$ cat src/rtl/instruction_loader.sv
// Byte-stream loader for the instruction memory: packs four bytes MSB-first into
// a word and writes consecutive words from a programmable base address.
module instruction_loader #(
   parameter int ADDR_W = 10,
   parameter int CNT_W  = 11
) (
   input  logic              CLK,
   input  logic              RESET_N,
   input  logic              START,
   input  logic [ADDR_W-1:0] BASE_ADDR,
   input  logic [CNT_W-1:0]  WORD_COUNT,
   input  logic              BYTE_VALID,
   input  logic [7:0]        BYTE_DATA,
   output logic              BYTE_READY,
   output logic              WE,
   output logic [ADDR_W-1:0] ADDRESS,
   output logic [31:0]       DATA,
   output logic              BUSY,
   output logic              DONE,
   output logic [7:0]        CHECKSUM
);

   typedef enum logic [1:0] {IDLE, RECV, WRITE, FIN} state_t;

   state_t           state;
   logic [CNT_W-1:0] remaining;
   logic [23:0]      word;
   logic [1:0]       byte_idx;

   // Only the three most recent bytes are kept; the fourth goes straight to DATA.
   always_ff @(posedge CLK) begin
      if (!RESET_N) begin
         state      <= IDLE;
         remaining  <= '0;
         word       <= '0;
         byte_idx   <= '0;
         BYTE_READY <= 1'b0;
         WE         <= 1'b0;
         ADDRESS    <= '0;
         DATA       <= '0;
         BUSY       <= 1'b0;
         DONE       <= 1'b0;
         CHECKSUM   <= '0;
      end else begin
         case (state)
            IDLE: begin
               if (START) begin
                  ADDRESS   <= BASE_ADDR;
                  remaining <= WORD_COUNT;
                  CHECKSUM  <= '0;
                  byte_idx  <= '0;
                  BUSY      <= 1'b1;
                  if (WORD_COUNT == '0) begin
                     state <= FIN;
                     DONE  <= 1'b1;
                  end else begin
                     state      <= RECV;
                     BYTE_READY <= 1'b1;
                  end
               end
            end
            RECV: begin
               if (BYTE_VALID && BYTE_READY) begin
                  word     <= {word[15:0], BYTE_DATA};
                  CHECKSUM <= CHECKSUM + BYTE_DATA;
                  byte_idx <= byte_idx + 2'd1;
                  if (byte_idx == 2'd3) begin
                     DATA       <= {word, BYTE_DATA};
                     WE         <= 1'b1;
                     BYTE_READY <= 1'b0;
                     state      <= WRITE;
                  end
               end
            end
            WRITE: begin
               WE        <= 1'b0;
               ADDRESS   <= ADDRESS + ADDR_W'(1);
               remaining <= remaining - CNT_W'(1);
               if (remaining == CNT_W'(1)) begin
                  state <= FIN;
                  DONE  <= 1'b1;
               end else begin
                  state      <= RECV;
                  BYTE_READY <= 1'b1;
               end
            end
            FIN: begin
               DONE  <= 1'b0;
               BUSY  <= 1'b0;
               state <= IDLE;
            end
            default: state <= IDLE;
         endcase
      end
   end

endmodule
$ cat config.mk
export PLATFORM = sky130hd
export DESIGN_NAME = instruction_loader
export DESIGN_NICKNAME = d
export VERILOG_FILES = /design/src/rtl/instruction_loader.sv
export SDC_FILE = /design/constraint.sdc
export NUM_CORES = 1
export LEC_CHECK = 0
export BUFFER_PORTS_ARGS = -buffer_cell sky130_fd_sc_hd__buf_2
export CORE_UTILIZATION = 58
export CTS_CLUSTER_DIAMETER = 100
export DETAILED_ROUTE_END_ITERATION = 8
export HOLD_SLACK_MARGIN = 0.1
export PLACE_DENSITY = 0.84
export SLEW_MARGIN = 20
export SYNTH_ARGS = -nofsm -noshare
export SYNTH_HDL_FRONTEND = slang
export SYNTH_SLANG_ARGS = --single-unit
$ cat constraint.sdc
create_clock -name CLK -period 2.5 [get_ports CLK]
set_input_delay 0.25 -clock CLK [delete_from_list [all_inputs] [get_ports CLK]]
set_output_delay 0.25 -clock CLK [all_outputs]
set_load 0.005 [all_outputs]
==> flow_summary.yaml, run 1 <==
min_path:
  hp-class: "input port to flop"
  min_to: "ADDRESS[6]"
  worstHoldStart: "BASE_ADDR[6]"
  min_path_cells: 3
yosys:
  mappedNetlistNets: 547
  synth-simple-area-share_pct: 25.0
  synth_mux_area_share_pct: 0.250
  synth_cell_types: 51
  ys_async_sr_fraction_pct: 0
  yosys_warnings: 0
  synthAdderAreaFrac_pct: 3.93
  seq_area_frac_synth_pct: 46.4
  synth_edf_count: 0
  syn_area_um2: 4010
  syn_area_per_cell_um2: 7.99
  synthXorXnorAreaFrac_pct: 0.655
  synth_compound_area_share_pct: 20.0
  syn_inst: 502
  synth_ff_type: "dfxtp_1"
  synth_top_family_by_area: "simple AND/OR/NAND/NOR gates"
  synth-seq-cells: 93
sta:
  rsz0062_at_grt: "no"
  setup_viol: 0
  post-route-period-util_pct: 78.6
  drv_slew: 0
  setup_ws_ns: 0.534
  fmax_ghz: 0.509
  relSlewSlack_pct: 46.0
  tightest_slew_ns: 0.809
  tns_ns: 0
  hold_violations: 0
  finalCriticalPeriod_ns: 1.97
  skew_ns: 0.00762
power_and_ir_drop:
  pwr-share-comb_pct: 9.3
  p_per_area_nw_per_um2: 602
  peakVddDrop_mv: 0.343
  p_seq_share_pct: 55.2
  power.internal_w: 0.00202
  p_leak_nw: 1.90
  switching_share_pct: 28.4
  power_w: 0.00282
  power_frac_clock_pct: 35.5
  p_switching_w: 0.000799
worst_setup_path:
  end_kind: "flop"
  required_ns: 2.73
  crit_family: "simple AND/OR/NAND/NOR gates"
  startpoint_type: "flop"
  path_class: "flop to flop"
  cp.arrival_ns: 2.19
  r2r-start: "state[0]"
  cp_max_fo: 33
  cp_slowest_stage_delay_ns: 0.58
  slowest_stage: "or2_2"
  worstPathCellList: "nand2b_1 -> or2_2 -> a222oi_1 -> nor2_1"
  path_buf_inv: 0
  r2r_slack_ns: 0.53
  rr_endpoint: "BYTE_READY"
  worst-r2r-cell-count: 4
floorplanning:
  dieWidth_um: 85.2
  start_util_pct: 61.8
  dieArea_um2: 7250
  ios: 87
  fp.dieH_um: 85.2
  core_um2: 6490
  row_count: 29
placement:
  place_ws_ns: 0.606
  port_buffers: 86
  dp_hpwl_um: 6520
  gp_congestion: 0.864
finish:
  num_antenna_cells: 0
  final_common_cell: "nand2_1"
  fill_cells: 539
  fin_nets: 620
  seqCellArea_um2: 1860
  drive_above_1_share_pct: 20.9
  mostFrequentLayoutCells: "133 x nand2_1, 93 x dfxtp_1, 86 x buf_2, 82 x a21oi_1, 34 x nor2_1"
  area_delta_synth_final_pct: 16.7
  multiInputGateArea_um2: 2000
global_routing:
  grt_overflow: 0
  grt_pass1_wl_um: 15800
  grt.total_usage_pct: 27.2
  grt_max_degree: 47
  grt_pass1_vias: 3496
  antenna_found_initial: 0
drt:
  drt_wl_total_um: 9560
  dr.pass1.iters: 5
  wl_per_cell_um: 14.6
  via_per_inst: 5.84
  drc: 0
  via_count: 3840
  ant_nets: 0
  drtIter0Drc: 266
outcome:
  status: "finished clean"
clock_network:
  h-tree-depth: 3
  numClockSinks: 93
  cts_root_buf: "clkbuf_8"
  cts_buffers: 9
  post-cts-setup-buffers: 0
  cts_hold_buf: 0
  cts_buffer_depth: 2
  cts_resized: 0
  tritoncts: "yes"
  path_clk_slew_ns: 0.10
  insertion_delay_ns: 0.37
job:
  max_cap_viol_count: 0
==> worst max-delay path by stage <==
stage | cells past startpoint | end | startpoint
2_1_floorplan | 6 | CHECKSUM[7] | CHECKSUM[4]
3_3_place_gp | 8 | CHECKSUM[6] | BYTE_DATA[0]
5_1_grt | 4 | BYTE_READY | state[0]
6_report | 4 | BYTE_READY | state[0]
4_1_cts | 4 | BYTE_READY | state[0]
3_5_place_dp | 7 | CHECKSUM[7] | BYTE_DATA[4]
==> synth_stat cells, drive strengths merged, types with 2 or more instances <==
| cell type | count | area (um2) |
|---|---|---|
| and4b | 2 | 20.0 |
| a222oi | 2 | 20.0 |
| a22oi | 2 | 15.0 |
| o21ai | 10 | 50.1 |
| nor3 | 8 | 51.3 |
| a31oi | 5 | 31.3 |
| nand4 | 5 | 31.3 |
| nand3 | 16 | 80.1 |
| a221oi | 4 | 35.0 |
| nor2 | 36 | 151 |
| o31ai | 2 | 15.0 |
| nor3b | 3 | 27.5 |
| buf | 11 | 53.8 |
| a21o | 6 | 45.0 |
| clkbuf | 21 | 78.8 |
| inv | 5 | 18.8 |
| o211ai | 6 | 45.0 |
| a311oi | 3 | 26.3 |
| nand2b | 3 | 18.8 |
| nor4 | 3 | 18.8 |
| or3 | 3 | 18.8 |
| xor2 | 2 | 17.5 |
| a211oi | 4 | 30.0 |
| or4 | 2 | 20.0 |
| a21oi | 82 | 410 |
| nand2 | 133 | 499 |
| dfxtp | 93 | 1860 |
| o221ai | 2 | 17.5 |
| ha | 11 | 138 |
==> metal layers <==
metal	wire [um]	track usage (%)	share of wire (%)	up-vias
met5	0	0	0	-
met1	4210	34.1	44	1789
li1	-	-	-	1898
met4	186	12.2	1.9	0
met2	4560	46.6	48	139
met3	602	3.89	6.3	14
==> metrics by stage <==
step / hold WS, ns / std cells / utilization [%] / area, um2
6_report: 0.110 / 657 / 72.0 / 4680
4_1_cts: 0.111 / 657 / 72.0 / 4680
2_1_floorplan: 0.386 / 502 / - / 4010
5_1_grt: 0.147 / 657 / 72.0 / 4680
3_3_place_gp: 0.440 / 641 / 69.0 / 4480
3_5_place_dp: 0.444 / 641 / 69.0 / 4480
==> kinds of logic after synthesis <==
kind of cell               count (synthesis)
AOI/OAI and AO/OA                        135
DFF                                       93
xor gates and xnor gates                   3
buffers and inverters                     37
adders and majority gates                 12
muxes                                      1
and+or+nand+nor                          221
==> power groups by stage <==
stage / combinational, W / sequential (W) / clock (W)
2_1_floorplan: 0.000168 / 0.00158 / 0
3_5_place_dp: 0.000257 / 0.00159 / 0
6_report: 0.000261 / 0.00156 / 0.000999
5_1_grt: 0.000288 / 0.00156 / 0.00107
3_3_place_gp: 0.000251 / 0.00159 / 0
4_1_cts: 0.000259 / 0.00155 / 0.00100
==> worst reg2reg max path: cells and delay by family, from the launching register on <==
kind | cells | cell delay, ns
and+or+nand+nor | 3 | 0.81
AOI/OAI and AO/OA | 1 | 0.48
DFF | 1 | 0.54
==> state kept, by name, indices dropped and copies added (netlist names) <==
| signal | cells |
|---|---|
| DONE | 1 |
| ADDRESS | 10 |
| WE | 1 |
| state | 2 |
| word | 24 |
| BYTE_READY | 1 |
| remaining | 11 |
| byte_idx | 2 |
| BUSY | 1 |
| DATA | 32 |
| CHECKSUM | 8 |
==> final cells by class <==
type                            count  area share (%)
Tap cell                           77            2.06
Sequential cell                    93            39.8
Multi-Input combinational cell    372            42.8
Clock buffer                        9            2.65
Timing Repair Buffer               94            10.7
Clock inverter                      7            1.60
Inverter                            5           0.401
Power figures use the tool's default switching activity.
==> inputs of run 2 (changes only) <==
--- a/config.mk
+++ b/config.mk
@@ -6,11 +6,11 @@
 export NUM_CORES = 1
 export LEC_CHECK = 0
 export BUFFER_PORTS_ARGS = -buffer_cell sky130_fd_sc_hd__buf_2
-export CORE_UTILIZATION = 58
+export CORE_UTILIZATION = 54
 export CTS_CLUSTER_DIAMETER = 100
 export DETAILED_ROUTE_END_ITERATION = 8
 export HOLD_SLACK_MARGIN = 0.1
-export PLACE_DENSITY = 0.84
+export PLACE_DENSITY = 0.79
 export SLEW_MARGIN = 20
 export SYNTH_ARGS = -nofsm -noshare
 export SYNTH_HDL_FRONTEND = slang
==> constraint.sdc (replaced) <==
create_clock -name CLK -period 2.05 [get_ports CLK]
set_input_delay 0.205 -clock CLK [delete_from_list [all_inputs] [get_ports CLK]]
set_output_delay 0.205 -clock CLK [all_outputs]
set_load 0.005 [all_outputs]
==> run 2 against run 1 <==
Net effect: utilization shrank 5.8 points; first-iteration DRC count shrank 27%; sequential power grew 22%; largest cell class unchanged; critical endpoint is now CHECKSUM[7]; die area grew 7.2%; highest routed layer unchanged; worst setup slack lost 0.45 ns; count of clock-buffer cells in the layout is the same; cell area grew 2.1%; clock skew grew 0.0082 ns; sequential share of layout area shrank 0.83 points; final cell count grew 4.7%.
==> flow_summary.yaml, run 2 (synthesis results as in run 1) <==
power_and_ir_drop:
  peakVddDrop_mv: 0.410
  p_leak_nw: 1.93
  p_per_area_nw_per_um2: 720
placement:
  place_ws_ns: 0.0852
  gp_congestion: 0.932
  port_buffers: 86
  dp_cells: 668
  dp_hpwl_um: 6880
floorplanning:
  row_count: 31
  dieWidth_um: 88.2
  core_um2: 7210
  ios: 87
  fp.dieH_um: 88.2
  start_util_pct: 55.6
  dieArea_um2: 7780
outcome:
  status: "finished clean"
sta:
  tns_ns: 0
  whs_ns: 0.116
  relSlewSlack_pct: 52.1
  hold_violations: 0
  fmax_ghz: 0.508
  post-route-period-util_pct: 96.1
  finalCriticalPeriod_ns: 1.97
  drv_slew: 0
  rsz0062_at_grt: "no"
  tightest_slew_ns: 0.716
  skew_ns: 0.0158
  setup_ws_ns: 0.0803
  setup_viol: 0
clock_network:
  insertion_delay_ns: 0.37
  numClockSinks: 93
  path_clk_slew_ns: 0.10
  cts_buffers: 9
  cts_buffer_depth: 2
  cts_root_buf: "clkbuf_8"
  h-tree-depth: 3
  tritoncts: "yes"
drt:
  drtIter0Drc: 195
  via_count: 3887
  wl_per_cell_um: 14.4
  ant_nets: 0
  drt_wl_total_um: 9910
  drc: 0
  via_per_inst: 5.65
  dr.pass1.iters: 4
worst_setup_path:
  path_class: "input port to flop"
  cp.arrival_ns: 2.27
  required_ns: 2.35
  end_kind: "flop"
  startpoint_type: "input port"
  cp_max_fo: 5
finish:
  top_register: "DATA"
  drive_above_1_share_pct: 21.7
  fin_nets: 629
  top_regs: "DATA (32), word (24), remaining (11)"
  fill_cells: 637
  area_delta_synth_final_pct: 19.2
  fin_cells: 688
  mostFrequentLayoutCells: "133 x nand2_1, 93 x dfxtp_1, 86 x buf_2, 82 x a21oi_1, 34 x nor2_1"
  largest_reg_flops: 32
  final_common_cell: "nand2_1"
  num_antenna_cells: 0
global_routing:
  grt_max_degree: 34
  antenna_found_initial: 0
  grt_pass1_vias: 3443
  grt.total_usage_pct: 26.2
  grt_pass1_wl_um: 15900
  grt_overflow: 0
min_path:
  hp-class: "input port to flop"
job:
  max_cap_viol_count: 0
-- run 2: changes by cell type in the layout (fill, tap and decap cells not counted), sizes merged --
cell | previous run | this run
buf | 94 | 99
dlygate4sd3 | 0 | 4
-- run 2: metrics by stage --
step,utilization (%),instance area (um2),total power (W)
final,66.3,4780,0.00344
after global routing,66.3,4780,0.00358
after CTS,66.1,4770,0.00344
after detailed placement,62.8,4530,0.00225
after global placement,62.8,4530,0.00224
after floorplan,-,4010,0.00213
-- run 2: path summary, 6_finish.rpt --
path,endpoint,slack (ns),startpoint,depth (start not counted)
setup / recovery,CHECKSUM[7],0.08,BYTE_DATA[6],8
hold / removal,word[2],0.12,BYTE_DATA[2],3
setup reg to reg,CHECKSUM[7],0.15,CHECKSUM[2],6
hold reg to reg,DATA[10],0.46,DATA[10],2
-- run 2: power by group --
part | total (W) | switching [W] | internal [W]
registers | 0.00190 | 0.0000512 | 0.00185
logic | 0.000331 | 0.000193 | 0.000137
clock network | 0.00122 | 0.000733 | 0.000483
total | 0.00344 | 0.000978 | 0.00247
-- run 2: cell type report --
cell class	count	area, um2	share of cell area (%)
well taps	99	124	2.59
clock buffers	9	124	2.59
repair buffers	103	568	11.9
multi-input cells	372	2010	42.0
flip-flops and latches	93	1860	39.0
clock inverters	7	75.1	1.57
inverters	5	18.8	0.393
-- run 2: per-layer routing --
metal	up-vias	track usage [%]	routed length [um]
met3	27	4.34	484
met4	0	12.8	261
met1	1824	34.5	4560
li1	1921	-	-
met2	115	41.5	4600
met5	-	0	0
-- run 2: timing repair --
item / 4_1_cts / 5_1_grt
buffers inserted: 0 / 0
hold endpoints to repair: 4 / 0
resized for setup: 0 / 2
hold buffers: 4 / 0
endpoints found under the setup margin: 0 / 2
-- run 2: worst max-delay path, stage by stage --
cell and delay, ns:
dlygate4sd3_1 0.53, buf_2 0.15, ha_2 0.32, a21o_1 0.18
a31o_2 0.22, or3_1 0.32, a21o_1 0.19, a31oi_1 0.15
==> inputs of run 3 (changes only) <==
--- a/config.mk
+++ b/config.mk
@@ -6,6 +6,7 @@
 export NUM_CORES = 1
 export LEC_CHECK = 0
 export BUFFER_PORTS_ARGS = -buffer_cell sky130_fd_sc_hd__buf_2
+export CORE_ASPECT_RATIO = 1.5
 export CORE_UTILIZATION = 54
 export CTS_CLUSTER_DIAMETER = 100
 export DETAILED_ROUTE_END_ITERATION = 8
==> run 3 against run 2 <==
Net effect: first-iteration DRC count increased by 25%; cell area is 0.99% higher; register-to-register slack improved by 0.03 ns; hold slack got worse by 0.0052 ns; critical endpoint unchanged; routed wire length is 2.2% lower; via count fell by 1.1%.
==> flow_summary.yaml, run 3 (synthesis results as in run 1) <==
outcome:
  status: "finished clean"
min_path:
  min_to: "remaining[5]"
  min_path_cells: 3
  hp-class: "input port to flop"
  worstHoldStart: "WORD_COUNT[5]"
global_routing:
  grt_pass1_vias: 3683
  use_met3_pct: 3.93
  grt.total_usage_pct: 26.3
  antenna_found_initial: 0
  grt_pass1_wl_um: 16100
  grt_overflow: 0
  grt.busiest_layer: "met2"
  grtUsageMet2_pct: 45.6
  grt_max_degree: 34
  use_met1_pct: 29.6
finish:
  top_register: "DATA"
  fill_cells: 667
  top_regs: "DATA (32), word (24), remaining (11)"
  fin_cells: 693
  drive_above_1_share_pct: 21.6
  mostFrequentLayoutCells: "133 x nand2_1, 93 x dfxtp_1, 86 x buf_2, 82 x a21oi_1, 34 x nor2_1"
  area_delta_synth_final_pct: 20.3
  seqCellArea_um2: 1860
  final_common_cell: "nand2_1"
  multiInputGateArea_um2: 2000
  largest_reg_flops: 32
  num_antenna_cells: 0
  fin_nets: 633
clock_network:
  insertion_delay_ns: 0.36
  path_clk_slew_ns: 0.09
  numClockSinks: 93
  cts_root_buf: "clkbuf_8"
  tritoncts: "yes"
  cts_buffer_depth: 2
  cts_buffers: 9
  h-tree-depth: 3
  post-cts-setup-buffers: 0
worst_setup_path:
  end_kind: "flop"
  worstPathCellList: "dlygate4sd3_1 -> buf_2 -> ha_2 -> a21o_1 -> a31o_2 -> or3_1 -> a21o_1 -> a31oi_1"
  path_class: "input port to flop"
  cp_max_fo: 4
  r2r_slack_ns: 0.18
  worst-r2r-cell-count: 6
  r2r-start: "CHECKSUM[4]"
  rr_endpoint: "CHECKSUM[7]"
  path_buf_inv: 2
  crit_family: "compound AO/OA/AOI/OAI gates"
  startpoint_type: "input port"
  cp.arrival_ns: 2.23
  cp_slowest_stage_delay_ns: 0.54
  slowest_stage: "dlygate4sd3_1"
  cpMostUsedCell: "a21o_1"
  required_ns: 2.33
floorplanning:
  row_count: 38
  dieArea_um2: 7780
  fp.dieH_um: 108
  start_util_pct: 55.5
  ios: 87
  dieWidth_um: 72.4
  core_um2: 7230
power_and_ir_drop:
  p_leak_nw: 1.96
  p_per_area_nw_per_um2: 734
  peakVddDrop_mv: 0.422
drt:
  wl_per_cell_um: 14.0
  dr.pass1.iters: 5
  via_count: 3843
  drt_wl_total_um: 9690
  ant_nets: 0
  drtIter0Drc: 244
  via_per_inst: 5.55
  drc: 0
placement:
  gp_congestion: 0.875
  dp_cells: 670
  port_buffers: 86
  dp_hpwl_um: 6870
sta:
  tightest_slew_ns: 0.438
  post-route-period-util_pct: 94.9
  hold_violations: 0
  rsz0062_at_grt: "no"
  drv_slew: 0
  tns_ns: 0
  skew_ns: 0.00570
  finalCriticalPeriod_ns: 1.94
  setup_viol: 0
  fmax_ghz: 0.514
  relSlewSlack_pct: 70.8
job:
  max_cap_viol_count: 0
run 3: cell count changes in the layout (fill, tap and decap cells not counted):
| cell | change |
|---|---|
| clkinv_8 | -1 |
| clkinv_2 | +4 |
| buf_4 | +1 |
| a211oi_2 | -1 |
| bufinv_16 | +2 |
| clkinvlp_4 | -1 |
| inv_8 | -3 |
| clkinv_4 | -1 |
| dlygate4sd3_1 | +3 |
| a211oi_1 | +1 |
run 3: worst reg2reg max path, cell delays in order, from the launching register on:
cell,delay [ns]
dfxtp_1,0.34
ha_1,0.33
a21o_1,0.19
a31o_2,0.25
or3_1,0.33
a21o_1,0.19
a31oi_1,0.17
run 3: timing repair:
item                                    in CTS  in global routing
hold endpoints to repair                     7                  0
resized for setup                            0                  1
endpoints found under the setup margin       0                  1
hold buffers                                 7                  0
run 3: worst max path at each step:
stage | from | end | cells past startpoint
floorplan | CHECKSUM[4] | CHECKSUM[7] | 6
global placement | BYTE_DATA[0] | CHECKSUM[6] | 8
detailed placement | BYTE_DATA[4] | CHECKSUM[7] | 7
CTS | BYTE_DATA[3] | CHECKSUM[7] | 8
global route | BYTE_DATA[3] | CHECKSUM[7] | 8
finish | BYTE_DATA[3] | CHECKSUM[7] | 8
run 3: final cells by class:
cell class,instances,share of cell area (%)
Sequential cell,93,38.6
Multi-Input combinational cell,372,41.5
Timing Repair Buffer,107,12.5
Tap cell,100,2.59
Clock inverter,7,1.84
Inverter,5,0.389
Clock buffer,9,2.57
run 3: per-stage QoR:
step	area (um2)	power (W)	util, %	hold slack [ns]	worst slack (ns)
2_1_floorplan	4010	0.00213	-	0.341	0.317
4_1_cts	4820	0.00356	66.8	0.101	0.107
6_report	4830	0.00354	66.8	0.110	0.105
3_3_place_gp	4540	0.00225	62.8	0.439	0.239
5_1_grt	4830	0.00368	66.8	0.109	0.0318
3_5_place_dp	4540	0.00225	62.8	0.443	0.179
run 3: metal layers:
metal	vias to the layer above	part of all wire [%]
met3	27	5.0
met2	136	50
met4	0	3.8
li1	1910	-
met1	1770	41
met5	-	0
run 3: power breakdown:
part	switching (W)	internal, W	total, W
Clock	0.000634	0.000682	0.00132
Sequential	0.0000497	0.00184	0.00189
Combinational	0.000191	0.000142	0.000334
